File: config.mk
export PLATFORM = sky130hd
export DESIGN_NAME = rx_word_packer
export DESIGN_NICKNAME = d
export VERILOG_FILES = /design/src/rtl/rx_word_packer.sv
export SDC_FILE = /design/constraint.sdc
export NUM_CORES = 1
export LEC_CHECK = 0
export ABC_AREA = 1
export ABC_CLOCK_PERIOD_IN_PS = 8660
export CAP_MARGIN = 20
export CORE_MARGIN = 3
export CORE_UTILIZATION = 55
export CTS_BUF_LIST = sky130_fd_sc_hd__clkbuf_8 sky130_fd_sc_hd__clkbuf_16
export CTS_CLUSTER_SIZE = 8
export DETAILED_ROUTE_END_ITERATION = 7
export PLACE_DENSITY = 0.82
export SKIP_CTS_REPAIR_TIMING = 1
export SLEW_MARGIN = 0
export SYNTH_ARGS = -nofsm -noshare
export SYNTH_HDL_FRONTEND = slang
export SYNTH_SLANG_ARGS = --single-unit
export TNS_END_PERCENT = 20
File: constraint.sdc
create_clock -name clk -period 8.66 [get_ports clk]
set_clock_uncertainty 0.05 [all_clocks]
set_input_delay 1.299 -clock clk [delete_from_list [all_inputs] [get_ports clk]]
set_output_delay 1.299 -clock clk [all_outputs]
set_load 0.02 [all_outputs]
File: src/rtl/rx_word_packer.sv
// rtl/rx_word_packer.sv - GMII/MII receive byte stream packed into BYTES-wide words.
// Strips preamble/SFD, tracks frame length and error, emits sop/eop/mod-tagged words.
module rx_word_packer #(
   parameter int BYTES     = 4,
   parameter int STRIP_PRE = 1,
   parameter int MODW      = $clog2(BYTES)
) (
   input  logic                 clk,
   input  logic                 rst,
   input  logic                 giga_mode,
   input  logic                 gmii_den,
   input  logic [7:0]           gmii_din,
   input  logic                 gmii_err,
   output logic [8*BYTES-1:0]   out_data,
   output logic                 out_valid,
   output logic                 out_sop,
   output logic                 out_eop,
   output logic [MODW-1:0]      out_mod,
   output logic                 out_err,
   output logic [15:0]          out_len,
   output logic [31:0]          frame_cnt,
   output logic [31:0]          err_cnt
);

   localparam int             FW   = $clog2(BYTES + 1);
   localparam logic [FW-1:0]  FULL = FW'(BYTES);
   localparam logic [7:0]     SFD  = 8'hD5;

   typedef enum logic [1:0] {S_IDLE, S_PRE, S_DATA, S_DROP} state_t;

   state_t               r_state;
   state_t               w_next;
   logic                 r_after_rst;
   logic                 r_giga;
   logic                 r_phase;
   logic [3:0]           r_nib_lo;
   logic [8*BYTES-1:0]   r_word;
   logic [FW-1:0]        r_fill;
   logic [15:0]          r_len;
   logic                 r_err;
   logic                 r_sop_pend;

   logic                 w_giga;
   logic                 w_byte_ok;
   logic [7:0]           w_byte;
   logic                 w_ingest;
   logic                 w_byte_in;
   logic                 w_flush;
   logic                 w_emit_mid;
   logic                 w_emit_eop;
   logic                 w_frame_err;
   logic [MODW-1:0]      w_mod;

   // giga_mode is followed while idle and frozen once a frame starts
   assign w_giga    = (r_state == S_IDLE) ? giga_mode : r_giga;
   assign w_byte_ok = w_giga | r_phase;
   assign w_byte    = w_giga ? gmii_din : {gmii_din[3:0], r_nib_lo};

   always_ff @(posedge clk or posedge rst) begin
      if (rst) r_state <= S_IDLE;
      else     r_state <= w_next;
   end

   always_comb begin
      w_next = r_state;
      case (r_state)
         S_IDLE: begin
            if (gmii_den) begin
               if (r_after_rst)         w_next = S_DROP;
               else if (STRIP_PRE != 0) w_next = S_PRE;
               else                     w_next = S_DATA;
            end
         end
         S_PRE: begin
            if (!gmii_den)                         w_next = S_IDLE;
            else if (gmii_err)                     w_next = S_DROP;
            else if (w_byte_ok && w_byte == SFD)   w_next = S_DATA;
         end
         S_DATA:  if (!gmii_den) w_next = S_IDLE;
         S_DROP:  if (!gmii_den) w_next = S_IDLE;
         default: w_next = S_IDLE;
      endcase
   end

   always_comb begin
      w_ingest    = gmii_den && ((r_state == S_DATA) ||
                    (r_state == S_IDLE && STRIP_PRE == 0 && !r_after_rst));
      w_byte_in   = w_ingest && w_byte_ok;
      w_flush     = (r_state == S_DATA) && !gmii_den;
      w_emit_mid  = w_byte_in && (r_fill == FULL);
      w_emit_eop  = w_flush && (r_fill != '0);
      w_frame_err = r_err | r_phase;
      w_mod       = w_emit_eop ? MODW'(FULL - r_fill) : '0;
   end

   always_ff @(posedge clk or posedge rst) begin
      if (rst) begin
         r_after_rst <= 1'b1;
         r_giga      <= 1'b1;
         r_phase     <= 1'b0;
         r_nib_lo    <= '0;
         r_word      <= '0;
         r_fill      <= '0;
         r_len       <= '0;
         r_err       <= 1'b0;
         r_sop_pend  <= 1'b1;
         out_data    <= '0;
         out_valid   <= 1'b0;
         out_sop     <= 1'b0;
         out_eop     <= 1'b0;
         out_mod     <= '0;
         out_err     <= 1'b0;
         out_len     <= '0;
         frame_cnt   <= '0;
         err_cnt     <= '0;
      end else begin
         r_after_rst <= 1'b0;
         if (r_state == S_IDLE) r_giga <= giga_mode;

         if (!gmii_den) begin
            r_phase <= 1'b0;
         end else if (!w_giga) begin
            r_phase  <= ~r_phase;
            r_nib_lo <= gmii_din[3:0];
         end

         if (w_ingest && gmii_err) r_err <= 1'b1;

         if (w_flush) begin
            r_word     <= '0;
            r_fill     <= '0;
            r_len      <= '0;
            r_err      <= 1'b0;
            r_sop_pend <= 1'b1;
         end else if (w_byte_in) begin
            if (r_len != 16'hFFFF) r_len <= r_len + 16'd1;
            // a full word stays held until the next byte proves it is not the last
            if (r_fill == FULL) begin
               r_word <= {w_byte, {(8*(BYTES-1)){1'b0}}};
               r_fill <= FW'(1);
            end else begin
               for (int i = 0; i < BYTES; i++)
                  if (r_fill == FW'(i)) r_word[8*(BYTES-1-i) +: 8] <= w_byte;
               r_fill <= r_fill + FW'(1);
            end
            if (w_emit_mid) r_sop_pend <= 1'b0;
         end

         out_valid <= w_emit_mid | w_emit_eop;
         out_data  <= (w_emit_mid | w_emit_eop) ? r_word : '0;
         out_sop   <= (w_emit_mid | w_emit_eop) & r_sop_pend;
         out_eop   <= w_emit_eop;
         out_mod   <= w_mod;
         out_err   <= w_emit_eop & w_frame_err;
         out_len   <= w_emit_eop ? r_len : 16'd0;
         if (w_emit_eop) begin
            frame_cnt <= frame_cnt + 32'd1;
            if (w_frame_err) err_cnt <= err_cnt + 32'd1;
         end
      end
   end

endmodule

Word-level counts from Yosys, hierarchy flattened
Cells that the tools add are included.
{ "totals": {"reg_bits": 180, "latchBits": 0, "ramBits": 0, "mem_bits_ro": 0, "inputBits": 13, "mem_count": 0} }
{ "op_classes": {"n_addsub": 5, "mul": 0, "div_mod_pow": 0, "order_cmp": 0, "n_eq_ne": 13, "n_shift": 0, "n_mux": 32, "bitwise": 7, "n_reduce_logical": 29} }
{ "ops": {"columns": ["op", "count"], "rows": [
  ["32-bit two-way mux", 4],
  ["32-bit by 1-bit adder with 32-bit output, second input constant", 2],
  ["16-bit two-way mux", 4],
  ["8-bit two-way mux", 5],
  ["16-bit by 1-bit adder with 16-bit output, second input constant", 1],
  ["16-bit != test, second input constant", 1],
  ["2-bit AND reduction", 8],
  ["3-bit nonzero test", 5],
  ["2-bit two-way mux", 7],
  ["3-bit two-way mux", 3],
  ["8-bit equality test, second input constant", 1],
  ["1-bit two-way mux", 8],
  ["2-bit nonzero test", 4],
  ["1-bit logical AND", 7],
  ["3-bit by 2-bit equality test with 1-bit output, second input constant", 2],
  ["2-bit != test, second input constant", 3],
  ["2-bit case mux with 3 select lines", 1],
  ["2-bit equality test, second input constant", 2],
  ["4-bit != test, second input constant", 1],
  ["3-bit by 1-bit adder with 3-bit output, second input constant", 1],
  ["3-bit by 1-bit equality test with 1-bit output, second input constant", 1],
  ["3-bit equality test, second input constant", 1],
  ["3-bit logical NOT", 1],
  ["1-bit bitwise OR", 3],
  ["8 further kinds", 10]
]} }

Depth between registers and ports, before layout
Gate-level depths: netlist of run 1.
{ "logic_depth": {"ltp_word": 9, "mapped_depth": 14, "depth_no_buf": 13} }

Least setup slack after synthesis of run 1
Ideal clock, no wire load.
{ "synth_timing": {"path_type": "input to register", "start": "in gmii_den", "end": "reg err_cnt[26]", "arrival_time_ps": 2417, "required_ps": 8490, "slack_ps": 6073, "stages": 11, "path_cell_list": "inv_2 > nand3_4 > nor2_4 > buf_6 > o21ai_4 > nor2_8 > nand2_2 > nor2_4 > nand2_2 > o21ai_1 > nand2_1"} }
{ "synth_between": {"elab_chain_len": 4} }
{ "synth_rtl": {"columns": ["item", "line", "text"], "rows": [
  ["from (decl)", "11", "input logic gmii_den,"],
  ["1-bit logical NOT", null, null],
  ["1-bit logical AND", "89", "w_flush = (r_state == S_DATA) && !gmii_den;"],
  ["1-bit logical AND", "91", "w_emit_eop = w_flush && (r_fill != '0);"],
  ["via w_emit_eop", "50", "logic w_emit_eop;"],
  ["2-bit AND reduction (no source line)", null, null],
  ["to (signal assigned)", "158", "if (w_frame_err) err_cnt <= err_cnt + 32'd1;"],
  ["to (decl)", "22", "output logic [31:0] err_cnt"]
]} }
The timed path passes the listed nets, and every way through them passes these cells.
A chain may end at the register's enable or synchronous reset.

Worst setup path after layout of run 1
{ "layout_timing": {"start": "in gmii_den", "end": "reg frame_cnt[21]"} }
{ "layout_between": {"elab_chain_len": 3} }
{ "layout_rtl": {"columns": ["item", "line", "text"], "rows": [
  ["1-bit logical NOT", null, null],
  ["1-bit logical AND", "89", null],
  ["1-bit logical AND", "91", null],
  ["to (signal assigned)", "157", "frame_cnt <= frame_cnt + 32'd1;"],
  ["to (decl)", "21", "output logic [31:0] frame_cnt,"]
]} }
No other way between the ends.

==> results, run 1 <==
- The remaining max-slew budget at the tightest pin is between 40% and 50%.
- The cell accounting for the most synthesized area is sky130_fd_sc_hd__dfrtp_1.
- The most instantiated flip-flop cell in the synthesis netlist is sky130_fd_sc_hd__dfrtp_1.
- The number of cells on the worst reg-to-reg path is 12.
- The count of standard-cell rows is 43.
- The repair_antennas step left the layout with diodes totalling 0.
- For the pin with the worst max-slew slack, the measured transition is 800 ps.
- After layout, the worst path uses around two fifths of the clock period.
- Setup repair after global routing left no endpoint under its margin.
- The initial utilization of the core area, before any placement, comes to 57.5%.
- The synthesized design contains 0 enable-type register cells.
- The source-to-sink clock delay at the later pin of the worst-skew pair is roughly 430 ps.
- In the post-synthesis netlist, the biggest area contributors are sky130_fd_sc_hd__dfrtp_1, sky130_fd_sc_hd__nand2_1, sky130_fd_sc_hd__inv_1, sky130_fd_sc_hd__nor2_1, sky130_fd_sc_hd__xor2_1.
- Global routing used ~23% of the available tracks across all layers.
- The share of the core filled with cells is around 70%.
- The fill cell instance count of the final layout is 1057.
- Timing would allow up to 0.291 GHz.
- Dividing the detail-routed via count by the number of cells gives between 5 and 6.
- The final count of negative-setup-slack endpoints is 0.
- After synthesis the netlist holds a flip-flop and latch count of 180.
- The via count of the first global-routing pass is just over 6k.
- The number of sinks handled by clock tree synthesis is 180.
- The worst vdd rail ir drop is between 0.15 and 0.2 mV.
- The count of endpoints failing hold in the final timing report was 0.
- The detailed-route DRC error count is 0.
- In this run the standard cell core region covers 14200 µm².
- The synthesized instance count is 890.
- The data arrival time of the critical path is 3740 ps.
- Global routing finished with a remaining overflow of 0.
- The floorplan step defined a die boundary enclosing between 15000 and 20000 µm².
- The count of nets left with antenna violations after detail routing is 0.
- The net count reported at finish is between 1k and 1.5k.
- Summed over all cells, the static leakage comes to between 5 and 6 nW.
- In this run the critical register-to-register path is launched from r_fill[0].
- The worst register-to-register path ends at frame_cnt[21].
- The run finished with clean final reports.
- Counting I/O delays and the setup requirement, the final critical path takes around 3400 ps.
- The type of the worst setup path is in -> reg.
- The distinct cell type count after synthesis is 40.
- The total nets after synthesis is 911.
- The number of levels the H-tree was split into is 4.
- The fraction of registers with async set or reset after synthesis is 100%.
- The commonest cells after synthesis are sky130_fd_sc_hd__nand2_1, sky130_fd_sc_hd__dfrtp_1, sky130_fd_sc_hd__inv_1, sky130_fd_sc_hd__nor2_1, sky130_fd_sc_hd__nand3_1.
- By instance count, the leading cell after synthesis is sky130_fd_sc_hd__nand2_1.
- The die height is 128 µm.
- The wire length of the first global-routing pass is approximately 30000 µm.
- Yosys printed 0 warnings.
- Sequential cells were found to cover between 50% and 60% of the synthesized design area.
- The final number of max-transition violations came to 0.
- In this run the deepest clock path goes through 2 buffers.
- Before antenna repair, the detailed router went through 5 iterations.
- The maximum number of pins on one net before global-route repair is 118.
- In this run the worst hold path is classified as reg -> reg.
- The netlist area before placement is 8160 µm².
- The power density over the cells is roughly 240 nW/µm².
- The routability-driven placement congestion ratio is ~0.84.
- Clock tree synthesis inserted a total of 17 buffers.
- The top cell type by area accounts for 54.3% of the synthesized area.
- The clock tree from TritonCTS is yes.
- Data on the critical path is required at its endpoint by about 9000 ps.
- The register clock-pin slew on the reported worst setup and hold paths is 70 ps.
- The horizontal extent of the die is about 130 µm.
- Dividing the synthesized area by the synthesized cell count gives 9.17 µm².
- The number of antenna violations at the first check in global routing is 0.
- The synthesis-to-finish area growth is 25.4%.
- The routed wire length per instance is 14.8 µm.
- The tree is rooted in a sky130_fd_sc_hd__clkbuf_16.
- In this run, the number of DRC markers left after iteration 0 of detailed routing was roughly 520.
- The setup TNS after final layout is 0 ps.
- The critical path starts at gmii_den.
- In the final layout, the share of cells above drive strength 1 is 7.78%.
- The worst setup path is launched from an input port.
- Pin placement for this block handled 131 I/O pins.
- The maximum net fanout on the critical path is 23.
- Detailed routing inserted a total of approximately 6.3k vias.
- The end point of the critical path is frame_cnt[21].
- The number of buffers inserted by port buffering is 130.
- The final HPWL from detailed placement is 12600 µm.
- The number of max-cap violations is 0.
- The reg-to-reg setup timing slack is ~6000 ps.
- The nature of the critical path endpoint is a register.
- The total wire length after detailed routing is ~18000 µm.
-- layout by cell type, fill, tap and decap left out, drive strengths merged --
| cell type | synthesis | routed |
|---|---|---|
| clkbuf | 2 | 21 |
| and3 | 1 | 1 |
| conb | 1 | 1 |
| a22oi | 1 | 1 |
| inv | 128 | 130 |
| ha | 8 | 8 |
| o21ai | 54 | 54 |
| mux2 | 1 | 1 |
| nand3 | 49 | 49 |
| dfstp | 3 | 3 |
| xnor2 | 27 | 27 |
| bufinv | 0 | 2 |
| nand3b | 2 | 2 |
| o211ai | 2 | 2 |
| dfrtp | 177 | 177 |
| clkinv | 0 | 3 |
| nor4 | 4 | 4 |
| nor2 | 132 | 132 |
| o22ai | 10 | 10 |
| nor3 | 20 | 20 |
| a21oi | 1 | 1 |
| buf | 11 | 2 |
| nand4 | 17 | 17 |
| xor2 | 40 | 40 |
| clkinvlp | 0 | 4 |
| nand2 | 199 | 199 |
| clkdlybuf4s50 | 0 | 130 |
-- worst max-delay path, stage by stage --
cell and delay [ps]:
sky130_fd_sc_hd__clkdlybuf4s50_1 530, sky130_fd_sc_hd__inv_2 150, sky130_fd_sc_hd__nand3_4 230, sky130_fd_sc_hd__nor2_4 370
sky130_fd_sc_hd__inv_2 280, sky130_fd_sc_hd__nor2_4 180, sky130_fd_sc_hd__nand2_1 130, sky130_fd_sc_hd__nor2_2 170
sky130_fd_sc_hd__nand2_1 110, sky130_fd_sc_hd__nor2_1 130, sky130_fd_sc_hd__xor2_1 150
-- cells by family (layout without fill, tap and decap cells) --
family,Yosys count,after routing,share of synthesized area [%]
multiplexers,1,1,0.138
AO/OA/AOI/OAI,68,68,4.60
flip-flops,180,180,55.2
buffers and inverters,141,292,7.17
other,1,1,0.0459
adder cells (fa/ha/maj),8,8,1.23
XOR/XNOR,67,67,7.19
AND/OR/NAND/NOR,424,424,24.4
-- state kept, by name, summed over array words and instances (netlist names) --
| signal | count |
|---|---|
| frame_cnt | 32 |
| r_state | 2 |
| out_valid | 1 |
| r_sop_pend | 1 |
| r_fill | 3 |
| r_phase | 1 |
| r_err | 1 |
| r_len | 16 |
| out_eop | 1 |
| r_giga | 1 |
| out_err | 1 |
| out_sop | 1 |
| out_data | 32 |
| r_nib_lo | 4 |
| err_cnt | 32 |
| out_len | 16 |
| r_after_rst | 1 |
| out_mod | 2 |
| r_word | 32 |
-- where the power goes --
group | switching (mW) | total, mW | internal (mW)
clock | 0.324 | 0.780 | 0.456
sequential | 0.104 | 1.09 | 0.986
combinational | 0.425 | 0.636 | 0.211
total | 0.854 | 2.51 | 1.65
-- layer usage --
layer  vias to the layer above  GRT usage [%]  part of all wire, %
li1                       3058              -                    -
met1                      3047           30.7                   43
met2                       199           38.3                   50
met3                        26           5.08                  5.5
met4                         0           7.12                  1.7
met5                         -              0                    0
-- final cells by class --
cell class	count	area (µm²)	share of cell area [%]
Tap cell	180	225	2.20
Clock buffer	21	480	4.70
Multi-Input combinational cell	569	3070	30.0
Timing Repair Buffer	132	1340	13.1
Clock inverter	11	125	1.22
Inverter	128	488	4.77
Sequential cell	180	4510	44.1
-- worst min path at each step --
stage                     cells past startpoint   startpoint           end  slack, ps
after floorplan                               2  r_nib_lo[1]   r_nib_lo[1]        390
after global placement                        2  r_nib_lo[0]   r_nib_lo[0]        410
after detailed placement                      2   r_word[13]    r_word[13]        420
after CTS                                     2   r_word[13]    r_word[13]        440
after global routing                          2   r_word[18]  out_data[18]        460
final                                         2   r_word[19]    r_word[19]        430
-- per-stage QoR --
stage	hold WS (ps)	setup slack, ps	power, mW	instance area (µm²)	std cells
3_5_place_dp	423	4780	1.73	9600	1188
4_1_cts	440	5230	2.52	10200	1220
3_3_place_gp	413	4890	1.70	9600	1188
5_1_grt	461	4970	2.66	10200	1221
6_report	434	5220	2.51	10200	1221
2_1_floorplan	394	2430	1.54	8160	890
Note: power is estimated with default switching activity, not from simulation.
==> run 2, diff against run 1 <==
ABC_CLOCK_PERIOD_IN_PS = 3340   (was 8660)
CORE_UTILIZATION = 54   (was 55)
PLACE_DENSITY = 0.8   (was 0.82)
clock period = 3.34 ns   (was 8.66 ns; I/O delays follow)
==> run 2 against run 1 <==
Clock power increased by 150%. Non-clock buffer count increased by 1. Highest routed layer unchanged. Largest cell class unchanged. Critical path depth unchanged. Worst hold slack improved by 4.7 ps. Count of clock-buffer cells in the layout decreased by 4. Power increased to 2.5 times the previous value. Die area increased by 1.8%. Routed wire length decreased by 2.6%. Sequential share of layout area about the same. Sequential power increased to 2.6 times the previous value. Utilization decreased by 2.2 points.
==> results, run 2 (synthesized netlist as in run 1, its figures left out) <==
- The maximum net fanout on the critical path is 16 (was 23).
- The detailed-route DRC error count was 0 (unchanged).
- The share of cells above drive strength 1 is 7.97% (was 7.78%).
- The worst vdd rail ir drop came to 0.431 mV (was 0.153 mV).
- The post-layout instance count excluding filler cells is 1226 (was 1221).
- The final count of negative-setup-slack endpoints is 0 (unchanged).
- The source-to-sink clock delay at the later pin of the worst-skew pair is 430 ps (about the same).
- The number of sinks handled by clock tree synthesis is 180 (unchanged).
- The most common cell after layout, fill and taps aside is sky130_fd_sc_hd__nand2_1 (unchanged).
- The type of the worst setup path is in -> reg (unchanged).
- The cell leakage power is 5.00 nW (about the same).
- The net count reported at finish came to 1050 (was 1049).
- Commonest non-fill, non-tap cells in the layout: sky130_fd_sc_hd__nand2_1, sky130_fd_sc_hd__dfrtp_1, sky130_fd_sc_hd__clkdlybuf4s50_1 (unchanged).
- The standard cell core area is 14600 µm² (was 14200 µm²).
- The die height was 129 µm (was 128 µm).
- The routed wire length per instance was 14.3 µm (was 14.8 µm).
- Based on the critical path, the design can be clocked at up to between 0.4 and 0.5 GHz.
- The routability-driven placement congestion ratio came to 0.832 (was 0.838).
- The initial standard-cell utilization of the core came to 55.7% (was 57.5%).
- Result of the run: completed (unchanged).
- The number of antenna diodes is 0 (unchanged).
- The worst-margin pin slew is 679 ps (was 800 ps).
- The remaining max-slew budget at the tightest pin is 54.5% (was 46.7%).
- The count of nets left with antenna violations after detail routing is 0 (unchanged).
- The worst slack on hold paths came to 439 ps (was 434 ps).
- The worst min-delay path class was reg -> reg (unchanged).
- The boundary pin count is 131 (unchanged).
- The number of max-cap violations is 0 (unchanged).
- The reg-to-reg setup timing slack is 1030 ps (was 6180 ps).
- The number of levels the H-tree was split into is 4 (unchanged).
- The total routing resource utilization after global routing is 22.3% (was 23.1%).
- The via count of the first global-routing pass was 6090 (was 6215).
- The number of antenna violations at the first check in global routing is 0 (unchanged).
- The final HPWL from detailed placement is 12800 µm (was 12600 µm).
- The routed via count came to 6247 (was 6330).
- Setup repair after global routing missed its margin: false (unchanged).
- The power density over the cells is 624 nW/µm² (was 245 nW/µm²).
- The power consumption was 6.38 mW (was 2.51 mW).
- The number of buffers created by CTS came to 17 (unchanged).
- In the finished design, the share of the clock period the worst path needs comes to between 70% and 80%.
- The count of standard-cell rows came to 44 (was 43).
- The register clock-pin slew on the reported worst setup and hold paths was 70 ps (about the same).
- The count of endpoints failing hold in the final timing report came to 0 (unchanged).
- The final number of max-transition violations was 0 (unchanged).
- The root buffer cell is sky130_fd_sc_hd__clkbuf_16 (unchanged).
- The kind of cell adding the most delay to the critical path is simple AND/OR/NAND/NOR gates (unchanged).
- The detailed router's first-iteration violation count is 465 (was 524).
- The number of buffers inserted by port buffering is 130 (unchanged).
- The synthesis-to-finish area growth was 25.3% (was 25.4%).
- The maximum buffer depth of the clock tree is 2 (unchanged).
- The area of the die is 16600 µm² (was 16300 µm²).
- The fill cell instance count of the final layout is 1079 (was 1057).
- The category of the worst setup path launch point is an input port (unchanged).
- The worst stage delay on the critical path was 520 ps (was 530 ps).
- The data arrival time of the critical path is 2720 ps (was 3740 ps).
- The wire length of the first global-routing pass is 29500 µm (was 30100 µm).
- The minimum period implied by the final worst setup slack is between 2000 and 2500 ps.
- The per-cell via count in the routed design is 5.10 (was 5.18).
- The maximum number of pins on one net before global-route repair is 101 (was 118).
- The number of cells after detailed placement was 1194 (was 1188).
- The nature of the critical path endpoint is a register (unchanged).
- The critical path data required time is 3610 ps (was 8970 ps).
- The slowest cell on the critical path is sky130_fd_sc_hd__clkdlybuf4s50_1 (unchanged).
- The clock tree from TritonCTS is yes (unchanged).
- The setup TNS after final layout is 0 ps (unchanged).
- The total wire length after detailed routing is 17600 µm (was 18000 µm).
- Worst-path cell chain: clkdlybuf4s50_1 -> inv_2 -> nand3_4 -> nor2_4 -> o21ai_4 -> nor2_8 -> nand2_2 -> nor2_4 -> nand2_2 -> o21ai_1 -> nand2_1 (was clkdlybuf4s50_1 -> inv_2 -> nand3_4 -> nor2_4 -> inv_2 -> nor2_4 -> nand2_1 -> nor2_2 -> nand2_1 -> nor2_1 -> xor2_1).
- The detailed-router iteration count before antenna repair came to 5 (unchanged).
- The total congestion overflow came to 0 (unchanged).
- The buffers plus inverters on the worst setup path is 2 (was 3).
- The horizontal extent of the die is 129 µm (was 128 µm).
-- run 2: changes by cell type in the layout (fill, tap and decap cells not counted), moves of 2 or more --
cell                         previous run  this run
sky130_fd_sc_hd__buf_12                 0         2
sky130_fd_sc_hd__inv_6                  2         4
sky130_fd_sc_hd__clkinv_8               0         3
sky130_fd_sc_hd__clkinvlp_4             4         2
sky130_fd_sc_hd__inv_8                  0         4
sky130_fd_sc_hd__clkbuf_8               4         0
sky130_fd_sc_hd__bufinv_16              2         0
-- run 2: final cells by class --
type / instances / area, µm² / share of cell area, %
sequential: 180 / 4510 / 44.1
inverter: 128 / 487 / 4.76
tap: 184 / 230 / 2.25
clock inverter: 15 / 159 / 1.55
clock buffer: 17 / 425 / 4.16
multi-input combinational: 569 / 3070 / 30.0
timing repair buffer: 133 / 1350 / 13.2
-- run 2: worst reg2reg max path, cell delays in order (launching register included) --
cell and delay (ps):
sky130_fd_sc_hd__dfrtp_1 400, sky130_fd_sc_hd__inv_1 120, sky130_fd_sc_hd__ha_1 220, sky130_fd_sc_hd__inv_1 70, sky130_fd_sc_hd__nor2_1 60, sky130_fd_sc_hd__nor2_4 320
sky130_fd_sc_hd__o21ai_4 270, sky130_fd_sc_hd__nor2_8 180, sky130_fd_sc_hd__nand2_2 110, sky130_fd_sc_hd__nor2_4 110, sky130_fd_sc_hd__nand2_2 80, sky130_fd_sc_hd__o21ai_1 150
sky130_fd_sc_hd__nand2_1 60
-- run 2: where the power goes --
group | switching, mW | leakage [nW] | internal, mW
Clock | 0.935 | 0.285 | 1.00
Combinational | 1.08 | 2.30 | 0.548
Sequential | 0.266 | 2.41 | 2.55
Total | 2.28 | 5.00 | 4.10
-- run 2: per-layer routing --
layer	GRT usage [%]	up-vias	share of wire (%)
met3	3.99	28	4.7
met4	7.54	0	1.7
met2	35.1	169	48
met1	31.6	2989	46
li1	-	3061	-
met5	0	-	0
-- run 2: metrics by stage --
step	utilization, %	setup slack (ps)	area (µm²)
5_1_grt	69.8	645	10200
3_3_place_gp	65.8	526	9640
2_1_floorplan	-	483	8170
6_report	69.8	884	10200
4_1_cts	69.8	881	10200
3_5_place_dp	65.8	441	9640
-- run 2: final timing paths --
check,from,end,cells after the start
max,gmii_den,err_cnt[26],11
min,r_word[11],r_word[11],2
max reg2reg,r_fill[0],err_cnt[26],12
min reg2reg,r_word[11],r_word[11],2
max in group asynchronous,rst,out_len[1],3
min in group asynchronous,rst,frame_cnt[22],3
==> run 3, diff against run 2 <==
ABC_CLOCK_PERIOD_IN_PS = 2200   (was 3340)
CORE_UTILIZATION = 49   (was 54)
PLACE_DENSITY = 0.77   (was 0.8)
clock period = 2.2 ns   (was 3.34 ns; I/O delays follow)
==> run 3 against run 2 <==
Combinational power is 57% higher. Sequential power grew 51%. Register-to-register slack got worse by 860 ps. Routed wire length decreased by 1.5%. Critical endpoint is now frame_cnt[30]. Largest power group unchanged.
==> results, run 3 (synthesized netlist as in run 1, its figures left out) <==
- The detailed-route DRC error count came to 0 (unchanged).
- The maximum net fanout on the critical path is 5 (was 16).
- The critical path data required time was 2460 ps (was 3610 ps).
- The routability-driven placement congestion ratio is 0.864 (was 0.832).
- The post-layout instance count excluding filler cells is 1280 (was 1226).
- The total congestion overflow is 0 (unchanged).
- The number of cells after detailed placement came to 1247 (was 1194).
- The routed via count is 6316 (was 6247).
- The number of levels the H-tree was split into is 4 (unchanged).
- The cell leakage power came to 5.12 nW (was 5.00 nW).
- The end point of the critical path is frame_cnt[30] (was err_cnt[26]).
- The detailed router's first-iteration violation count is 420 (was 465).
- The nature of the critical path endpoint is a register (unchanged).
- The maximum number of pins on one net before global-route repair came to 60 (was 101).
- The worst slack at placement is 3.13 ps (was 441 ps).
- The number of sinks handled by clock tree synthesis is 180 (unchanged).
- The remaining max-slew budget at the tightest pin was 57.3% (was 54.5%).
- The most common cell after layout, fill and taps aside is sky130_fd_sc_hd__nand2_1 (unchanged).
- The worst vdd rail ir drop is 0.563 mV (was 0.431 mV).
- The source-to-sink clock delay at the later pin of the worst-skew pair is 420 ps (was 430 ps).
- Commonest non-fill, non-tap cells in the layout: sky130_fd_sc_hd__nand2_1, sky130_fd_sc_hd__dfrtp_1, sky130_fd_sc_hd__clkdlybuf4s50_1 (unchanged).
- The smallest clock period supported by the final layout is computed as about 2000 ps.
- The count of standard-cell rows is 46 (was 44).
- The net count reported at finish is 1073 (was 1050).
- The path depth of the worst reg2reg path is 12 (unchanged).
- The standard cell core area is 16100 µm² (was 14600 µm²).
- The fill cell instance count of the final layout is 1307 (was 1079).
- The power spent charging and discharging nets is 3.32 mW (was 2.28 mW).
- The area of the die is 18200 µm² (was 16600 µm²).
- The relative contribution of sequential cells to total power is 43.3% (was 44.2%).
- The register clock-pin slew on the reported worst setup and hold paths came to 70 ps (about the same).
- The wire length of the first global-routing pass came to 29500 µm (about the same).
- The number of antenna violations at the first check in global routing is 0 (unchanged).
- The horizontal extent of the die is 135 µm (was 129 µm).
- The number of buffers created by CTS is 17 (unchanged).
- The data arrival time of the critical path is 2290 ps (was 2720 ps).
- The count of endpoints failing hold in the final timing report is 0 (unchanged).
- The final count of negative-setup-slack endpoints is 0 (unchanged).
- The root buffer cell was sky130_fd_sc_hd__clkbuf_16 (unchanged).
- The number of max-cap violations came to 0 (unchanged).
- The final setup slack of the worst path is 174 ps (was 884 ps).
- The worst min-delay path class is in -> async (was reg -> reg).
- For this run, the top clock speed supported by timing is around 0.49 GHz.
- The initial standard-cell utilization of the core came to 50.6% (was 55.7%).
- The worst reg2reg path endpoint is frame_cnt[30] (was err_cnt[26]).
- The die height is 135 µm (was 129 µm).
- The reg-to-reg setup timing slack is 170 ps (was 1030 ps).
- The power density over the cells is 940 nW/µm² (was 624 nW/µm²).
- The number of antenna diodes is 0 (unchanged).
- The total routing resource utilization after global routing is 20.0% (was 22.3%).
- The maximum buffer depth of the clock tree was 2 (unchanged).
- The type of the worst setup path is reg -> reg (was in -> reg).
- The post-route fraction of the period consumed by the critical path is around 92%.
- The cell-internal power is 6.55 mW (was 4.10 mW).
- The final number of max-transition violations is 0 (unchanged).
- The per-cell via count in the routed design is 4.93 (was 5.10).
- The boundary pin count is 131 (unchanged).
- The worst-margin pin slew is 635 ps (was 679 ps).
- Result of the run: completed (unchanged).
- The relative contribution of the clock network to total power is 30.8% (was 30.3%).
- The count of nets left with antenna violations after detail routing is 0 (unchanged).
- The detailed-router iteration count before antenna repair is 7 (was 5).
- The total wire length after detailed routing came to 17300 µm (was 17600 µm).
- The category of the worst setup path launch point is a register (was input port).
- The via count of the first global-routing pass came to 6043 (was 6090).
- The share of cells above drive strength 1 is 9.96% (was 7.97%).
- The final HPWL from detailed placement is 12500 µm (was 12800 µm).
- The source of the critical timing path is r_fill[0] (was gmii_den).
- The launch instance of the worst register-to-register path is r_fill[0] (unchanged).
- The routed wire length per instance is 13.5 µm (was 14.3 µm).
- The number of buffers inserted by port buffering is 130 (unchanged).
- The worst slack on hold paths is 156 ps (was 439 ps).
- The fraction of power spent switching nets is 33.6% (was 35.7%).
- The combinational share of power is 26.0% (was 25.5%).
- The clock tree from TritonCTS is yes (unchanged).
- The synthesis-to-finish area growth was 28.7% (was 25.3%).
## run 3: cell count changes in the layout (fill, tap and decap cells not counted), moves of 2 or more
cell	before	now
sky130_fd_sc_hd__clkinvlp_4	2	6
sky130_fd_sc_hd__buf_4	1	21
sky130_fd_sc_hd__clkinv_8	3	0
sky130_fd_sc_hd__bufinv_16	0	2
sky130_fd_sc_hd__clkbuf_8	0	2
sky130_fd_sc_hd__buf_12	2	5
sky130_fd_sc_hd__inv_8	4	2
sky130_fd_sc_hd__inv_6	4	2
## run 3: layer usage
layer / routed length, µm / track usage (%) / vias to the layer above
li1: - / - / 3099
met1: 7880 / 28.1 / 3032
met2: 8380 / 31.4 / 169
met3: 799 / 4.14 / 16
met4: 258 / 6.77 / 0
met5: 0 / 0 / -
## run 3: through the flow
stage	power, mW	TNS (ps)	cell area, µm²	utilization [%]
global placement	6.79	0	9880	61.3
floorplan	6.07	-86050	8170	-
CTS	9.95	0	10500	65.0
detailed placement	6.87	0	9880	61.3
global route	10.5	-18.1	10500	65.2
finish	9.87	0	10500	65.2
## run 3: power groups by stage
stage | sequential [mW] | combinational, mW | clock (mW)
6_report | 4.27 | 2.56 | 3.04
5_1_grt | 4.34 | 2.92 | 3.25
4_1_cts | 4.27 | 2.58 | 3.11
3_5_place_dp | 4.32 | 2.55 | 0
3_3_place_gp | 4.30 | 2.49 | 0
2_1_floorplan | 4.37 | 1.70 | 0
## run 3: worst max-delay path: stages (launching register included)
cell and delay (ps):
sky130_fd_sc_hd__dfrtp_1 380, sky130_fd_sc_hd__inv_1 100, sky130_fd_sc_hd__ha_1 220, sky130_fd_sc_hd__inv_1 70, sky130_fd_sc_hd__nor2_1 70, sky130_fd_sc_hd__nor2_4 180
sky130_fd_sc_hd__buf_4 160, sky130_fd_sc_hd__nand2_4 70, sky130_fd_sc_hd__nor2_8 100, sky130_fd_sc_hd__nand2_4 80, sky130_fd_sc_hd__nor2_4 170, sky130_fd_sc_hd__nand3_1 100
sky130_fd_sc_hd__xor2_1 150
## run 3: final cells by class
cell class / instances / area, µm² / share of cell area, %
Clock buffer: 19 / 453 / 4.31
Clock inverter: 12 / 146 / 1.39
Inverter: 128 / 487 / 4.63
Multi-Input combinational cell: 569 / 3080 / 29.3
Sequential cell: 180 / 4510 / 42.9
Tap cell: 216 / 270 / 2.57
Timing Repair Buffer: 156 / 1560 / 14.8
## run 3: worst min path at each step
stage	cells after the start	from	slack (ps)	end
finish	2	rst	160	out_data[2]
global route	2	rst	170	out_data[5]
CTS	2	rst	150	out_data[2]
detailed placement	1	err_cnt[31]	420	err_cnt[31]
global placement	2	r_nib_lo[1]	410	r_nib_lo[1]
floorplan	2	r_nib_lo[1]	390	r_nib_lo[1]
==> variant (flow settings as in run 2) <==
`BYTES`: 4 -> 16.
--- a/src/rtl/rx_word_packer.sv
+++ b/src/rtl/rx_word_packer.sv
@@ -1,7 +1,7 @@
 // rtl/rx_word_packer.sv - GMII/MII receive byte stream packed into BYTES-wide words.
 // Strips preamble/SFD, tracks frame length and error, emits sop/eop/mod-tagged words.
 module rx_word_packer #(
-   parameter int BYTES     = 4,
+   parameter int BYTES     = 16,
    parameter int STRIP_PRE = 1,
    parameter int MODW      = $clog2(BYTES)
 ) (
Ports: changed (resized out_data and out_mod); port bits go from 131 to 229. The function was not compared with the original's and may differ.
==> variant against run 2 <==
- via count rose by 78%
- largest cell class unchanged
- final area increased by 90%
- worst setup slack worse by 0.30 ns
- cell count rose by 78%
- worst hold slack got worse by 0.20 ns
- fmax decreased by 11%
- critical path depth stayed put
- clock power up 140%
- routed wire length grew 100%
- total power up 130%
- synthesized area grew 89%
- combinational power rose to 2.6 times the old value
- sequential cell count up 196
- non-clock buffer count grew 123
==> variant: results (changes against run 2) <==
outcome:
  outcome: "finished, final reports clean"
sta:
  worst_pin_slew_ns: 0.926  # +0.247 ns
clocking:
  ctsRootBufferMaster: "clkbuf_16"
  numCtsBuffers: 52  # +35
  path_clk_slew_ns: 0.05  # -0.02 ns
  clk_path_buf_depth: 3  # +1
  htreeDepth: 2  # -2
  insertion_delay_ns: 0.57  # +0.14 ns
yosys:
  netlist-cell-type-count: 41  # +2.5%
  syn-num-nets: 1557  # +71%
  ys_seq_area_share_pct: 61.1  # +5.9 points
  synth_cells: 1536  # +73%
  async_flop_share_pct: 100  # unchanged
  synthTopCellsByCount: "dfrtp_1 (373), nand2_1 (271), nor2_1 (229), inv_1 (203), o21ai_0 (79)"
  synth_ff_type: "dfrtp_1"
  synthTopCellsByArea: "dfrtp_1 (61%), nand2_1 (6.6%), nor2_1 (5.6%)"
  ys_warn_count: 0  # unchanged
hold_path:
  min_path_type: "in2async"
global_route:
  antenna_found_initial: 0  # unchanged
  grt_pass1_vias: 11300  # +86%
  grt_max_degree: 125  # +24%
  track_usage_pct: 23.8  # +1.5 points
  grt_pass1_wl_um: 58900  # +100%
place:
  dp.cells: 2119  # +77%
  portBuffers: 228  # +75%
  dp_hpwl_um: 24300  # +90%
  gp_congestion: 0.921  # +11%
  dp_slack_ns: 0.347  # -0.0935 ns
routing:
  drt-initial-drc-count: 751  # +62%
  detail_route.wirelength_um: 35600  # +100%
  post_drt_wl_per_cell_um: 16.3  # +14%
  firstDrtPassIters: 8  # +3
  vias_per_cell: 5.08  # -0.28%
power_and_ir_drop:
  leakagePower_nw: 9.34  # +87%
  peakVddDrop_mv: 0.496  # +15%
  power.switching_mw: 5.16  # +130%
worst_setup_path:
  critPathMaxFanout: 10  # -6
  arrival_ns: 3.15  # +0.43 ns
floorplanning:
  start_util_pct: 55.1  # -0.60 points
final_layout:
  reg.largest.list: "out_data: 128 flops, r_word: 128 flops"
  diodes: 0  # unchanged
  final_nets: 1816  # +73%
  drive_gt1_share_pct: 12.4  # +4.4 points
## variant: path summary, 6_finish.rpt
path	startpoint	end	slack [ns]	cells past startpoint
min in group clk	err_cnt[31]	err_cnt[31]	0.42	1
min reg2reg	err_cnt[31]	err_cnt[31]	0.42	1
max reg2reg	r_fill[0]	err_cnt[27]	0.58	11
min	rst	out_data[58]	0.24	2
max	r_fill[0]	err_cnt[27]	0.58	11
max in group asynchronous	rst	err_cnt[0]	2.06	4
## variant: power by group through the flow
| stage | sequential, mW | combinational (mW) | clock (mW) |
|---|---|---|---|
| final | 6.01 | 4.31 | 4.60 |
| after global routing | 6.10 | 4.75 | 4.85 |
| after CTS | 6.00 | 4.32 | 4.66 |
| after detailed placement | 6.06 | 4.26 | 0 |
| after global placement | 6.02 | 4.13 | 0 |
| after floorplan | 6.20 | 2.79 | 0 |
## variant: logic make-up (layout without fill, tap and decap cells)
family	Yosys count	in the layout	share of synthesized area (%)
simple gates	639	639	18.7
flops	376	376	61.1
buf+inv	261	530	7.83
compound gates	180	180	7.65
xor+xnor	70	70	3.98
fa+ha+maj	8	8	0.650
other cells	1	1	0.0243
mux	1	1	0.0731
## variant: worst max-delay path: stages (launching register included)
cell and delay (ns):
dfrtp_1 0.39, inv_1 0.14, ha_1 0.26, inv_1 0.10, nor2_1 0.10, nand2_1 0.16
nand2_2 0.19, nor2_2 0.46, nand2_1 0.24, nor3_2 0.28, nand2_1 0.11, xor2_1 0.15
## variant: layout make-up
class                   count  area (um2)
flip-flops and latches    376        9410
fillers                  2019        8480
multi-input cells         899        4790
repair buffers            256        2570
clock buffers              52        1300
inverters                 210         802
well taps                 378         473
clock inverters            12         104
## variant: metal layers
layer	wire, um	global-route usage (%)
met3	2240	5.19
met5	0	0
met4	1100	7.55
met1	14900	31.5
met2	17300	39.7
## variant: per-stage QoR
step                total power, mW  cell area [um2]  setup TNS [ns]
floorplan                      8.98            15400         -845.10
global placement               10.1            18000               0
detailed placement             10.3            18000               0
CTS                            15.0            19500               0
global route                   15.7            19500               0
finish                         14.9            19500               0
